File: config.mk
export PLATFORM = sky130hd
export DESIGN_NAME = rr_arbiter8
export DESIGN_NICKNAME = d
export VERILOG_FILES = /design/src/rtl/rr_arbiter8_pkg.sv /design/src/rtl/Or8Way.sv /design/src/rtl/rr_pick8.sv /design/src/rtl/rr_arbiter8.sv
export SDC_FILE = /design/constraint.sdc
export NUM_CORES = 1
export LEC_CHECK = 0
export ABC_AREA = 1
export BUFFER_PORTS_ARGS = -buffer_cell sky130_fd_sc_hd__buf_2
export CORE_ASPECT_RATIO = 1.25
export CORE_UTILIZATION = 26
export DETAILED_ROUTE_END_ITERATION = 10
export GPL_TIMING_DRIVEN = 0
export PLACE_DENSITY = 0.47
export SLEW_MARGIN = 20
export SYNTH_ARGS = -nofsm -noshare
export SYNTH_HDL_FRONTEND = slang
export SYNTH_SLANG_ARGS = --single-unit
export TNS_END_PERCENT = 50
File: constraint.sdc
create_clock -name clk -period 2.8 [get_ports clk]
set_input_delay 0.14 -clock clk [delete_from_list [all_inputs] [get_ports clk]]
set_output_delay 0.14 -clock clk [all_outputs]
set_load 0.05 [all_outputs]
File: src/rtl/rr_arbiter8_pkg.sv
// rr_arbiter8_pkg: shared state encodings, index widths and one-hot helper for the 8-way arbiter
package rr_arbiter8_pkg;
    localparam int N = 8;
    localparam int IDX_W = 3;
    typedef enum logic {ARB_IDLE = 1'b0, ARB_GRANT = 1'b1} arb_state_t;
    function automatic logic [N-1:0] onehot(input logic [IDX_W-1:0] i);
        logic [N-1:0] v;
        v = '0;
        v[i] = 1'b1;
        return v;
    endfunction
endpackage

File: src/rtl/Or8Way.sv
// Or8Way: eight-input OR gate, used as the any-request detector
module Or8Way (
    input  logic [7:0] in,
    output logic       out
);
    assign out = |in;
endmodule

File: src/rtl/rr_pick8.sv
// rr_pick8: first unmasked request found scanning circularly upward from ptr
module rr_pick8 import rr_arbiter8_pkg::*; (
    input  logic [N-1:0]     req,
    input  logic [IDX_W-1:0] ptr,
    input  logic [N-1:0]     mask,
    output logic             found,
    output logic [IDX_W-1:0] idx
);
    logic [N-1:0] cand;
    assign cand  = req & ~mask;
    assign found = |cand;
    // scan from the far end back toward ptr so the nearest candidate is assigned last
    always_comb begin
        idx = ptr;
        for (int k = N - 1; k >= 0; k--) begin
            if (cand[ptr + IDX_W'(k)]) idx = ptr + IDX_W'(k);
        end
    end
endmodule

File: src/rtl/rr_arbiter8.sv
// rr_arbiter8: eight-way round-robin arbiter with registered one-hot grant and hold-time pre-emption
module rr_arbiter8 import rr_arbiter8_pkg::*; #(
    parameter int MAX_HOLD = 16
) (
    input  logic             clk,
    input  logic             reset,
    input  logic [N-1:0]     req,
    output logic [N-1:0]     grant,
    output logic [IDX_W-1:0] grant_id,
    output logic             busy
);
    localparam int HW = (MAX_HOLD > 0) ? $clog2(MAX_HOLD + 1) : 1;
    localparam logic [HW-1:0] HOLD_LAST = (MAX_HOLD > 0) ? HW'(MAX_HOLD - 1) : '0;

    arb_state_t       state, state_nx;
    logic [IDX_W-1:0] ptr, ptr_nx, owner, owner_nx, pick_ptr, idx;
    logic [HW-1:0]    hold, hold_nx;
    logic [N-1:0]     pick_mask;
    logic             any, found, preempt;

    Or8Way u_any (.in(req), .out(any));

    // while granted, the search restarts just past the owner and never picks the owner itself
    assign pick_ptr  = (state == ARB_GRANT) ? owner + 3'd1 : ptr;
    assign pick_mask = (state == ARB_GRANT) ? onehot(owner) : '0;

    rr_pick8 u_pick (.req(req), .ptr(pick_ptr), .mask(pick_mask), .found(found), .idx(idx));

    assign preempt  = (MAX_HOLD != 0) && (hold == HOLD_LAST) && found;
    assign grant_id = owner;

    // next-state: release wins over pre-emption; hold counter saturates at HOLD_LAST
    always_comb begin
        state_nx = state;
        ptr_nx   = ptr;
        owner_nx = owner;
        hold_nx  = hold;
        if (state == ARB_IDLE) begin
            if (any) begin
                state_nx = ARB_GRANT;
                owner_nx = idx;
                hold_nx  = '0;
            end
        end else if (!req[owner]) begin
            ptr_nx   = owner + 3'd1;
            hold_nx  = '0;
            state_nx = found ? ARB_GRANT : ARB_IDLE;
            owner_nx = found ? idx : owner;
        end else if (preempt) begin
            ptr_nx   = owner + 3'd1;
            owner_nx = idx;
            hold_nx  = '0;
        end else if (hold != HOLD_LAST) begin
            hold_nx = hold + 1'b1;
        end
    end

    // state and output registers; grant and busy are precomputed so outputs come straight from flops
    always_ff @(posedge clk or posedge reset) begin
        if (reset) begin
            state <= ARB_IDLE;
            ptr   <= '0;
            owner <= '0;
            hold  <= '0;
            grant <= '0;
            busy  <= 1'b0;
        end else begin
            state <= state_nx;
            ptr   <= ptr_nx;
            owner <= owner_nx;
            hold  <= hold_nx;
            grant <= (state_nx == ARB_GRANT) ? onehot(owner_nx) : '0;
            busy  <= (state_nx == ARB_GRANT);
        end
    end
endmodule

==> metrics list, run 1 <==
- Synth top cells by count: sky130_fd_sc_hd__nand2_1, sky130_fd_sc_hd__nand3_1, sky130_fd_sc_hd__inv_1
- Max-cap violations in this run came to 0.
- Wire length per cell after detailed routing: 13.2 um
* Unrepaired setup endpoints after global routing: yes
- Ratio of cells with drive above 1 in the final layout: 37.0%
- After detailed routing, the number of vias per cell comes to 4.73.
* Effective utilization at floorplan: 26.8%
- Start-to-end type of the worst setup path: register to register
- I/O pin count: 22
* Width of the chip: 77.8 um
* Share of synthesized flip-flops with an asynchronous set or reset: 100%
* Worst min-delay path class: input pin to async pin
- The run finished with clean final reports.
- Rows: 34
* Placeable core region: 6980 sq um
- Timing would allow up to 0.362 GHz.
- Across all setup checks in the final design, the least slack found is 38.8 ps.
- Summing all placed instances gives a cell area of 2100 sq um.
* Clock-pin slew on the worst setup and hold paths: 80 ps
* Quantity of I/O buffers inserted on ports: 21
- At the worst endpoint, the arrival time is 2950 ps.
- Die span in y: 96.8 um
* Share of the yosys chip area belonging to registers: 26.8%
* Synthesized cell area: 1870 sq um
* CP endpoint kind: register
- Final setup violating endpoints: 0
* Post-route DRC violation count: 0
* Clock latency at the later pin of the worst-skew pair: 260 ps
* Cell with the most instances after synthesis: sky130_fd_sc_hd__nand2_1
- Yosys printed 0 warnings.
- Counting every net in the synthesized netlist gives 311.
- The first global-routing pass estimated 9320 um of wire.
* Post-synth top area cell: sky130_fd_sc_hd__dfrtp_1
- Across all layers, the routed design uses 2025 vias.
* Area Overhead vs Synth: 39.9%
- Across the whole layout, storage elements account for 504 sq um.
- CTS built an H-tree with a depth of 1.
- Synth unique cells: 35
* Multi-input gate area: 1490 sq um
- In the final design database the tool counted 354 nets.
- Hold repair after CTS inserted 0 buffers.
- Data on the critical path is required at its endpoint by 2990 ps.
* Number of buffers inserted during clock tree synthesis: 3
- Post-Route Skew: 3.04 ps
- Among all flip-flop cells after synthesis, the most frequent one is sky130_fd_sc_hd__dfrtp_1.
- In this run, synthesis inferred 0 flip-flops with an integrated enable.
- The repair_antennas step left the layout with diodes totalling 0.
* Remaining antenna violation count: 0
- Weighted congestion at the end of routability-driven global placement: 0.815
- Half-perimeter wire length after detailed placement: 4270 um
* TritonRoute pass-1 iters: 4
* Summed area of non-filler cells in the final layout: 2620 sq um
- The worst pin sits at a relative slew slack of 48.5%.
- At the placement stage, the worst setup path has a slack of -408 ps.
- TritonCTS built the clock tree.
* Flip-flop and latch count after synthesis: 20
- The share of synthesized area in the top cell type comes to 26.8%.
* Number of global-route vias before repair: 2016
* Startpoint Class: register
* DIE AREA: 7530 sq um
- Min Tclk post-route: 2760 ps
- Pin count of the biggest net entering global routing: 21
- Number of antenna violations at the first check in global routing: 0
- Clock root cell: sky130_fd_sc_hd__clkbuf_8
- Worst-case clock buffer depth: 2
* Clock tree sinks: 20
- At the pin with the least slew margin, the transition time is 771 ps.
* DRT Wirelength: 5640 um
* Gate Count Post-Synth: 296
- In this run the worst path has a maximum fanout of 10.
* Mean instance size in the synthesized netlist: 6.32 sq um
- Overall Global Routing Usage: 15.2%
* Layout filler cell count: 752
* Pins Over Slew Limit: 0
- Share of the cycle needed by the critical path after routing: 98.6%
* Final hold vios: 0
- After the first detailed-routing iteration, the DRC count stood at 73.
- Leading post-synthesis cells by cell area: sky130_fd_sc_hd__dfrtp_1, sky130_fd_sc_hd__nand2_1, sky130_fd_sc_hd__nand3_1
* Total overflow reported by the global router: 0
[metal layers]
layer / share of wire [%] / up-vias / track usage [%] / routed length (um)
li1: - / 1047 / - / -
met1: 44 / 935 / 18.9 / 2500
met2: 51 / 35 / 27.6 / 2890
met3: 2.6 / 8 / 1.23 / 146
met4: 1.8 / 0 / 4.21 / 102
met5: 0 / - / 0 / 0
[cell families (layout without fill, tap and decap cells)]
family	Yosys count	count (layout)	share of synthesized area (%)
fa+ha+maj	5	5	3.35
xor+xnor	2	2	0.937
simple gates	191	191	46.5
flops	20	20	26.8
mux	1	1	0.535
compound gates	36	36	13.1
buf+inv	41	83	8.84
[state kept, by name, summed over array words and instances, names as in the netlist]
name      count
grant_id      3
state         1
grant         8
hold          5
ptr           3
[through the flow]
stage	TNS, ps	hold WS, ps	util (%)	instances
after floorplan	0	104	-	296
after global placement	-3580	324	30.1	407
after detailed placement	-3580	316	30.1	407
after CTS	0	30.4	33.2	424
after global routing	-973	90.3	37.5	428
final	0	8.57	37.5	428
[placed cells by master, fill, tap and decap left out, drive strengths merged, types with 5 or more instances in the layout]
| cell | n |
|---|---|
| ha | 5 |
| nand3 | 52 |
| nand2 | 117 |
| nor2 | 19 |
| a21oi | 13 |
| inv | 38 |
| dfrtp | 20 |
| o21ai | 9 |
| buf | 40 |
[path summary, 6_finish.rpt]
check	start	end	slack (ps)	depth (start not counted)
max	state$_DFF_PP0_	grant[5]$_DFF_PP0_	40	25
max reg2reg	state$_DFF_PP0_	grant[5]$_DFF_PP0_	40	25
min reg2reg	ptr[2]$_DFFE_PP0P_	ptr[2]$_DFFE_PP0P_	500	2
max in group asynchronous	reset	grant_id[1]$_DFF_PP0_	2260	2
min in group clk	req[5]	state$_DFF_PP0_	470	5
min	reset	grant[2]$_DFF_PP0_	9	2
[critical path: stages, from the launching register on]
cell and delay (ps):
sky130_fd_sc_hd__dfrtp_2 470, sky130_fd_sc_hd__buf_12 170, sky130_fd_sc_hd__nand2_4 90, sky130_fd_sc_hd__o21ai_4 60, sky130_fd_sc_hd__buf_4 140, sky130_fd_sc_hd__ha_4 340, sky130_fd_sc_hd__inv_8 70, sky130_fd_sc_hd__nand3_4 90
sky130_fd_sc_hd__nand3_2 80, sky130_fd_sc_hd__nand2_2 100, sky130_fd_sc_hd__nand2_2 50, sky130_fd_sc_hd__nand2_1 50, sky130_fd_sc_hd__nand2_1 40, sky130_fd_sc_hd__nand2_1 60, sky130_fd_sc_hd__nand2_2 60, sky130_fd_sc_hd__nand2_2 80
sky130_fd_sc_hd__nand2_2 60, sky130_fd_sc_hd__nand2_2 70, sky130_fd_sc_hd__nand2_2 50, sky130_fd_sc_hd__nand2_1 60, sky130_fd_sc_hd__nand2_1 50, sky130_fd_sc_hd__nand2_1 70, sky130_fd_sc_hd__nand2_2 70, sky130_fd_sc_hd__nand2_2 100
sky130_fd_sc_hd__nand2_4 80, sky130_fd_sc_hd__nor2_1 110
[repair_timing]
action | 4_1_cts | 5_1_grt
gates cloned | 0 | 0
endpoints found under the setup margin | 11 | 13
buffers inserted | 13 | 4
gates resized for setup | 12 | 63
pin swaps | 7 | 20
[layout make-up]
cell class                 instances  share of cell area (%)
multi-input combinational        235                    57.0
sequential                        20                    19.3
timing repair buffer              38                    9.33
inverter                          39                    6.12
tap                               90                    4.31
clock buffer                       3                    1.58
buffer                             2                    1.20
clock inverter                     1                    1.15
Power of run 1 is not shown: default switching activity piles up to over one toggle a cycle in this logic, so the estimate is an artifact.
==> inputs of run 2 (changes only) <==
--- a/config.mk
+++ b/config.mk
@@ -12,6 +12,7 @@
 export DETAILED_ROUTE_END_ITERATION = 10
 export GPL_TIMING_DRIVEN = 0
 export PLACE_DENSITY = 0.47
+export REMOVE_ABC_BUFFERS = 1
 export SLEW_MARGIN = 20
 export SYNTH_ARGS = -nofsm -noshare
 export SYNTH_HDL_FRONTEND = slang
==> metrics list, run 2 (synthesized netlist as in run 1, its figures left out) <==
* Vias/cell: 4.88 (+3.1%)
- The slew at the pin closest to its max-slew limit came to 741 ps (-29.7 ps).
* Final hold vios: 0 (unchanged)
- Register containing the most flip-flops in the final layout: grant
- Min Tclk post-route: 2700 ps (-57.2 ps)
- The horizontal die dimension is 77.8 um (unchanged).
- TritonRoute pass-1 iters: 4 (unchanged)
* Count of maximum capacitance violations: 0 (unchanged)
- Die span in y: 96.8 um (unchanged)
- Worst min-delay path class: input pin to async pin
- The wire length of the first global-routing pass is 9580 um (+2.8%).
- Required time reported for the critical path endpoint: 2950 ps (-40 ps)
- The via count of the first global-routing pass is 2082 (+3.3%).
- The count of buffers inserted at the top-level ports came to 21 (unchanged).
- Placeable core region: 6980 sq um (unchanged)
* Post-route DRC violation count: 0 (unchanged)
- The sequential cell area in the final layout came to 508 sq um (+0.74%).
* Worst reg-to-reg setup slack: 100 ps (+60 ps)
* FMAX: 0.370 GHz (+2.1%)
- The worst setup path is of the register to register kind.
- DIE AREA: 7530 sq um (unchanged)
- In this run the critical register-to-register path is captured at grant_id[0]$_DFF_PP0_.
- Worst-case clock buffer depth: 2 (unchanged)
- The flip-flop count of the largest register after layout came to 8 (unchanged).
- Overall Global Routing Usage: 15.6% (+0.45 points)
- Endpoint arrival time on the critical path: 2850 ps (-100 ps)
- From synthesis to final layout, the design area changed by 33.6%.
- Final setup violating endpoints: 0 (unchanged)
- Setup repair after global routing could not meet its margin everywhere.
- Half-perimeter wire length after detailed placement: 4170 um (-2.4%)
- The number of buffers added by the clock tree synthesis step came to 3 (unchanged).
- The setup TNS was 0 ps (unchanged).
- The number of nets in the finished design is 353 (-0.28%).
- The initial cell density of the core was 26.8% (unchanged).
* Overall via count from detail_route: 2082 (+2.8%)
- The sink count of the clock tree was 20 (unchanged).
- The share of cells above drive strength 1 is 34.4% (-2.6 points).
- Worst stage delay on the critical path: 440 ps (-30 ps)
* Relative slew slack: 50.5% (+2.0 points)
* Pin count of the biggest net entering global routing: 21 (unchanged)
- The startpoint identified for the worst register-to-register timing path is grant_id[1]$_DFF_PP0_.
- Launching instance or port of the critical path: grant_id[1]$_DFF_PP0_
- The total number of placement rows came to 34 (unchanged).
- DRT Wirelength: 5710 um (+1.2%)
- Pins Over Slew Limit: 0 (unchanged)
- Registers with the most flip-flops: grant x8, hold x5
* Final worst setup slack: 96.0 ps (+57.2 ps)
- The final routed wire length divided by cell count was 13.4 um (+1.4%).
- Most used cell along the critical path: sky130_fd_sc_hd__nand2_1
- The worst reg2reg path depth came to 23 (-8.0%).
- Clock-pin slew on the worst setup and hold paths: 70 ps (about the same)
- I/O pin count: 22 (unchanged)
- The worst setup path is captured at a register.
* Remaining antenna violation count: 0 (unchanged)
- The first-iteration detailed-routing DRC count is 102 (+40%).
- Cell-by-cell listing of the critical path: ha_4 > inv_2 > nand2_2 > o21ai_4 > ha_4 > nand3_1 > nand3_2 > nand2_1 > inv_1 > nand2_1 > nand2_1 > nand2_1 > nand2_1 > nand2_2 > nand2_1 > nand2_2 > nand2_2 > nand2_1 > nand2_1 > nand2_1 > nand2_2 > nand2_2 > buf_4
- Layout filler cell count: 787 (+4.7%)
- Leaving out fill and tap cells, the most frequent cells in the layout are sky130_fd_sc_hd__nand2_1, sky130_fd_sc_hd__nand3_1, sky130_fd_sc_hd__inv_1.
- Share of the cycle needed by the critical path after routing: 96.6% (-2.0 points)
* Startpoint Class: register
- The maximum level of the CTS H-tree came to 1 (unchanged).
- Slowest cell on crit path: sky130_fd_sc_hd__dfrtp_2
- Clock latency at the later pin of the worst-skew pair: 250 ps (about the same)
- Post-Route Skew: 5.35 ps (+2.32 ps)
- Total overflow reported by the global router: 0 (unchanged)
* CTS tree: built
* # placed instances: 405 (-0.49%)
- The routability congestion estimate is 0.830 (+1.8%).
- Post-route non-filler standard cell count: 427 (-0.23%)
* Most common cell after layout, fill and taps aside: sky130_fd_sc_hd__nand2_1
- Antenna cells: 0 (unchanged)
* Multi-input gate area: 1410 sq um (-5.6%)
- The hold slack was 2.34 ps (-6.22 ps).
* Clock root cell: sky130_fd_sc_hd__clkbuf_8
- Largest fanout on the critical path: 6 (-4)
- Number of antenna violations at the first check in global routing: 0 (unchanged)
- Worst setup timing slack at the placement stage: -684 ps (-277 ps)
* Status: finished clean
-- run 2: cell count changes in the layout (fill, tap and decap cells not counted), moves of 2 or more --
cell / change
sky130_fd_sc_hd__nand3_2: -2
sky130_fd_sc_hd__nand3_1: +7
sky130_fd_sc_hd__nand3_4: -5
sky130_fd_sc_hd__buf_6: -3
sky130_fd_sc_hd__nand2_1: +3
sky130_fd_sc_hd__a21boi_2: +2
sky130_fd_sc_hd__nand2_2: -3
-- run 2: repair_timing --
action,CTS,global route
pin swaps,5,10
gates resized for setup,23,40
setup buffers,8,10
endpoints found under the setup margin,16,13
hold buffers,0,0
-- run 2: worst max path at each step --
stage | to | cells after the start
after floorplan | grant[1]$_DFF_PP0_ | 25
after global placement | grant[3]$_DFF_PP0_ | 25
after detailed placement | grant[3]$_DFF_PP0_ | 25
after CTS | grant[7]$_DFF_PP0_ | 25
after global routing | grant[3]$_DFF_PP0_ | 24
final | grant_id[0]$_DFF_PP0_ | 23
-- run 2: worst max-delay path: cells and delay by family, from the launching register on --
family / cells / cell delay [ps]
AO/OA/AOI/OAI: 1 / 100
AND/OR/NAND/NOR: 17 / 1170
flip-flops: 1 / 440
buffers and inverters: 3 / 240
adder cells (fa/ha/maj): 2 / 620
-- run 2: routing by layer --
metal	part of all wire, %	GRT usage (%)	up-vias
li1	-	-	1057
met1	41	17.7	977
met2	53	28.5	36
met3	2.6	1.13	12
met4	2.8	8.71	0
met5	0	0	-
-- run 2: cell type report --
cell class / count / share of cell area, %
Inverter: 39 / 6.41
Clock buffer: 4 / 2.20
Sequential cell: 20 / 20.3
Timing Repair Buffer: 39 / 10.2
Multi-Input combinational cell: 235 / 56.4
Tap cell: 90 / 4.51
-- run 2: per-stage QoR --
| step | area [sq um] | util [%] |
|---|---|---|
| after floorplan | 1850 | - |
| after global placement | 2070 | 29.6 |
| after detailed placement | 2070 | 29.6 |
| after CTS | 2260 | 32.4 |
| after global routing | 2500 | 35.8 |
| final | 2500 | 35.8 |
Power of run 2 is left out for the same reason.
==> inputs of run 3 (changes only) <==
--- a/config.mk
+++ b/config.mk
@@ -7,7 +7,7 @@
 export LEC_CHECK = 0
 export ABC_AREA = 1
 export BUFFER_PORTS_ARGS = -buffer_cell sky130_fd_sc_hd__buf_2
-export CORE_ASPECT_RATIO = 1.25
+export CORE_ASPECT_RATIO = 2
 export CORE_UTILIZATION = 26
 export DETAILED_ROUTE_END_ITERATION = 10
 export GPL_TIMING_DRIVEN = 0
==> metrics list, run 3 (synthesized netlist as in run 1, its figures left out) <==
* I/O pin count: 22 (unchanged)
- TritonCTS built the clock tree.
- The maximum net fanout on the critical path was 6 (unchanged).
- The non-filler instance count after layout came to 428 (+0.23%).
- The largest clock skew in the final design was 3.88 ps (-1.48 ps).
- The worst register-to-register path begins at grant_id[1]$_DFF_PP0_.
* Pin count of the biggest net entering global routing: 21 (unchanged)
* Vias/cell: 4.99 (+2.4%)
- The flow ran to the end, but the final reports show violations.
- Final hold vios: 0 (unchanged)
- Endpoint arrival time on the critical path: 3010 ps (+160 ps)
- Wire length per cell after detailed routing: 14.9 um (+11%)
- Clock tree sinks: 20 (unchanged)
* Final worst setup slack: -29.7 ps (-126 ps)
- In the final layout, the registers with the most flip-flops are grant x8, hold x5.
- The total number of placement rows came to 43 (+26%).
- The checks that failed: negative setup slack.
* Worst setup timing slack at the placement stage: -822 ps (-138 ps)
- The number of buffers added by the clock tree synthesis step was 3 (unchanged).
* Hold Buf Count CTS: 0 (unchanged)
- The number of remaining DRC errors came to 0 (unchanged).
- The total die area was 7550 sq um (+0.24%).
- Slowest cell on crit path: sky130_fd_sc_hd__dfrtp_2
- The core occupancy in the finished layout came to 37.2% (+1.4 points).
* Width of the chip: 62.0 um (-20%)
- Overall via count from detail_route: 2137 (+2.6%)
- Commonest cells after routing, fill and taps aside: sky130_fd_sc_hd__nand2_1, sky130_fd_sc_hd__nand3_1, sky130_fd_sc_hd__inv_1
- Most used cell along the critical path: sky130_fd_sc_hd__nand2_1
- Unrepaired setup endpoints after global routing: yes
- The top achievable clock speed was 0.353 GHz (-4.4%).
* Global-route wire length before repair: 10100 um (+5.0%)
* Measured slew at the worst slew-check pin: 767 ps (+25.4 ps)
- The critical path's largest stage delay is 460 ps (+20 ps).
* Worst r2r path cells: 20 (-13%)
- In this run the critical register-to-register path is captured at grant[4]$_DFF_PP0_.
- Clock-pin slew on the worst setup and hold paths: 60 ps (about the same)
- The number of endpoints failing setup at the final stage came to 3 (+3).
- Final #Nets: 354 (+0.28%)
- Overall Global Routing Usage: 18.4% (+2.8 points)
* Total overflow reported by the global router: 0 (unchanged)
- The area of the core came to 6940 sq um (-0.52%).
* Effective utilization at floorplan: 26.9% (+0.14 points)
- Ranked by flip-flop count, first place goes to grant.
- The length of the first detailed-routing pass in iterations is 4 (unchanged).
- The final critical path time including I/O delays and setup came to 2830 ps (+126 ps).
- The met1 capacity usage during global routing came to 16.1% (-1.6 points).
- Startpoint Class: register
- The first-iteration detailed-routing DRC count is 78 (-24%).
- The tightest min-delay check is of the input pin to async pin type.
- The layer flagged by global routing as most heavily used is met2.
- Clock latency at the later pin of the worst-skew pair: 260 ps (about the same)
- The flip-flop count of the largest register after layout is 8 (unchanged).
- Quantity of I/O buffers inserted on ports: 21 (unchanged)
- Start-to-end type of the worst setup path: register to register
- Count of maximum capacitance violations: 0 (unchanged)
- Weighted congestion at the end of routability-driven global placement: 0.912 (+9.9%)
- Required time reported for the critical path endpoint: 2980 ps (+30 ps)
- Ratio of cells with drive above 1 in the final layout: 34.0% (-0.40 points)
- Most common cell after layout, fill and taps aside: sky130_fd_sc_hd__nand2_1
- Cell-by-cell listing of the critical path: ha_4 > inv_2 > nand2_2 > o21ai_4 > ha_4 > inv_6 > nand3_2 > nand3_2 > nand2_2 > buf_4 > buf_4 > a21oi_1 > nand2_1 > nand2_1 > nand2_1 > nand2_1 > nand2_1 > a21boi_2 > nand3_1 > nor2_1
- Die span in y: 122 um (+26%)
- The residual antenna-violating net count after detailed routing is 0 (unchanged).
- The wire length reported by the detailed router came to 6370 um (+12%).
* Half-perimeter wire length after detailed placement: 4840 um (+16%)
* Number of global-route vias before repair: 2207 (+6.0%)
* Global-route track usage on met3: 1.38% (+0.25 points)
- The met2 global-route usage was 34.4% (+6.0 points).
* H-tree lvl count: 1 (unchanged)
- The cell sitting at the root of the clock tree is a sky130_fd_sc_hd__clkbuf_16.
* # placed instances: 405 (unchanged)
* Antenna cells: 0 (unchanged)
* Number of antenna violations at the first check in global routing: 0 (unchanged)
- Relative slew slack: 48.8% (-1.7 points)
- CP endpoint kind: register
- The share of the clock period used by the worst path after layout is 101% (+4.5 points).
* Worst-case clock buffer depth: 2 (unchanged)
- The final number of max-transition violations is 0 (unchanged).
* Worst reg-to-reg setup slack: -30 ps (-130 ps)
- Area Overhead vs Synth: 38.3%
run 3: cell types whose count changed in the layout (fill, tap and decap cells not counted), sizes merged:
cell	change
bufinv	+1
clkbuf	-1
buf	+1
run 3: worst max-delay path by stage:
stage	from	slack, ps	to
6_report	grant_id[1]$_DFF_PP0_	-30	grant[4]$_DFF_PP0_
5_1_grt	grant_id[1]$_DFF_PP0_	-230	grant[5]$_DFF_PP0_
4_1_cts	grant_id[1]$_DFF_PP0_	20	grant[3]$_DFF_PP0_
3_5_place_dp	grant_id[0]$_DFF_PP0_	-820	grant[7]$_DFF_PP0_
3_3_place_gp	grant_id[0]$_DFF_PP0_	-850	grant[5]$_DFF_PP0_
2_1_floorplan	grant_id[0]$_DFF_PP0_	-400	grant[1]$_DFF_PP0_
run 3: what timing repair did:
item | 4_1_cts | 5_1_grt
resized for setup | 39 | 26
buffers inserted | 13 | 6
pin swaps | 10 | 14
setup endpoints to repair | 16 | 13
run 3: layer usage:
layer | vias up | part of all wire, % | wire length [um]
met5 | - | 0 | 0
met4 | 0 | 8.6 | 548
met3 | 29 | 1.6 | 100
met2 | 38 | 57 | 3660
met1 | 1021 | 32 | 2060
li1 | 1049 | - | -
run 3: cell type report:
type                       instances  area [sq um]
clock buffer                       3          75.1
clock inverter                     1          30.0
fill                             761          4360
inverter                          39           158
multi-input combinational        235          1430
sequential                        20           507
tap                               90           113
timing repair buffer              40           272
run 3: stage by stage:
step                hold WS [ps]  cell area [sq um]  setup TNS (ps)
floorplan                    104               1850           -3760
global placement             327               2070           -9310
detailed placement           312               2070           -8930
CTS                         38.8               2420               0
global route                87.9               2580           -1800
finish                      15.2               2580           -75.5
run 3: worst max-delay path: cells and delay by family, from the launching register on:
| family | cells | cell delay [ps] |
|---|---|---|
| adder cells (fa/ha/maj) | 2 | 550 |
| AND/OR/NAND/NOR | 11 | 970 |
| AO/OA/AOI/OAI | 3 | 420 |
| buffers and inverters | 4 | 390 |
| flip-flops | 1 | 460 |
Power of run 3 is left out for the same reason.
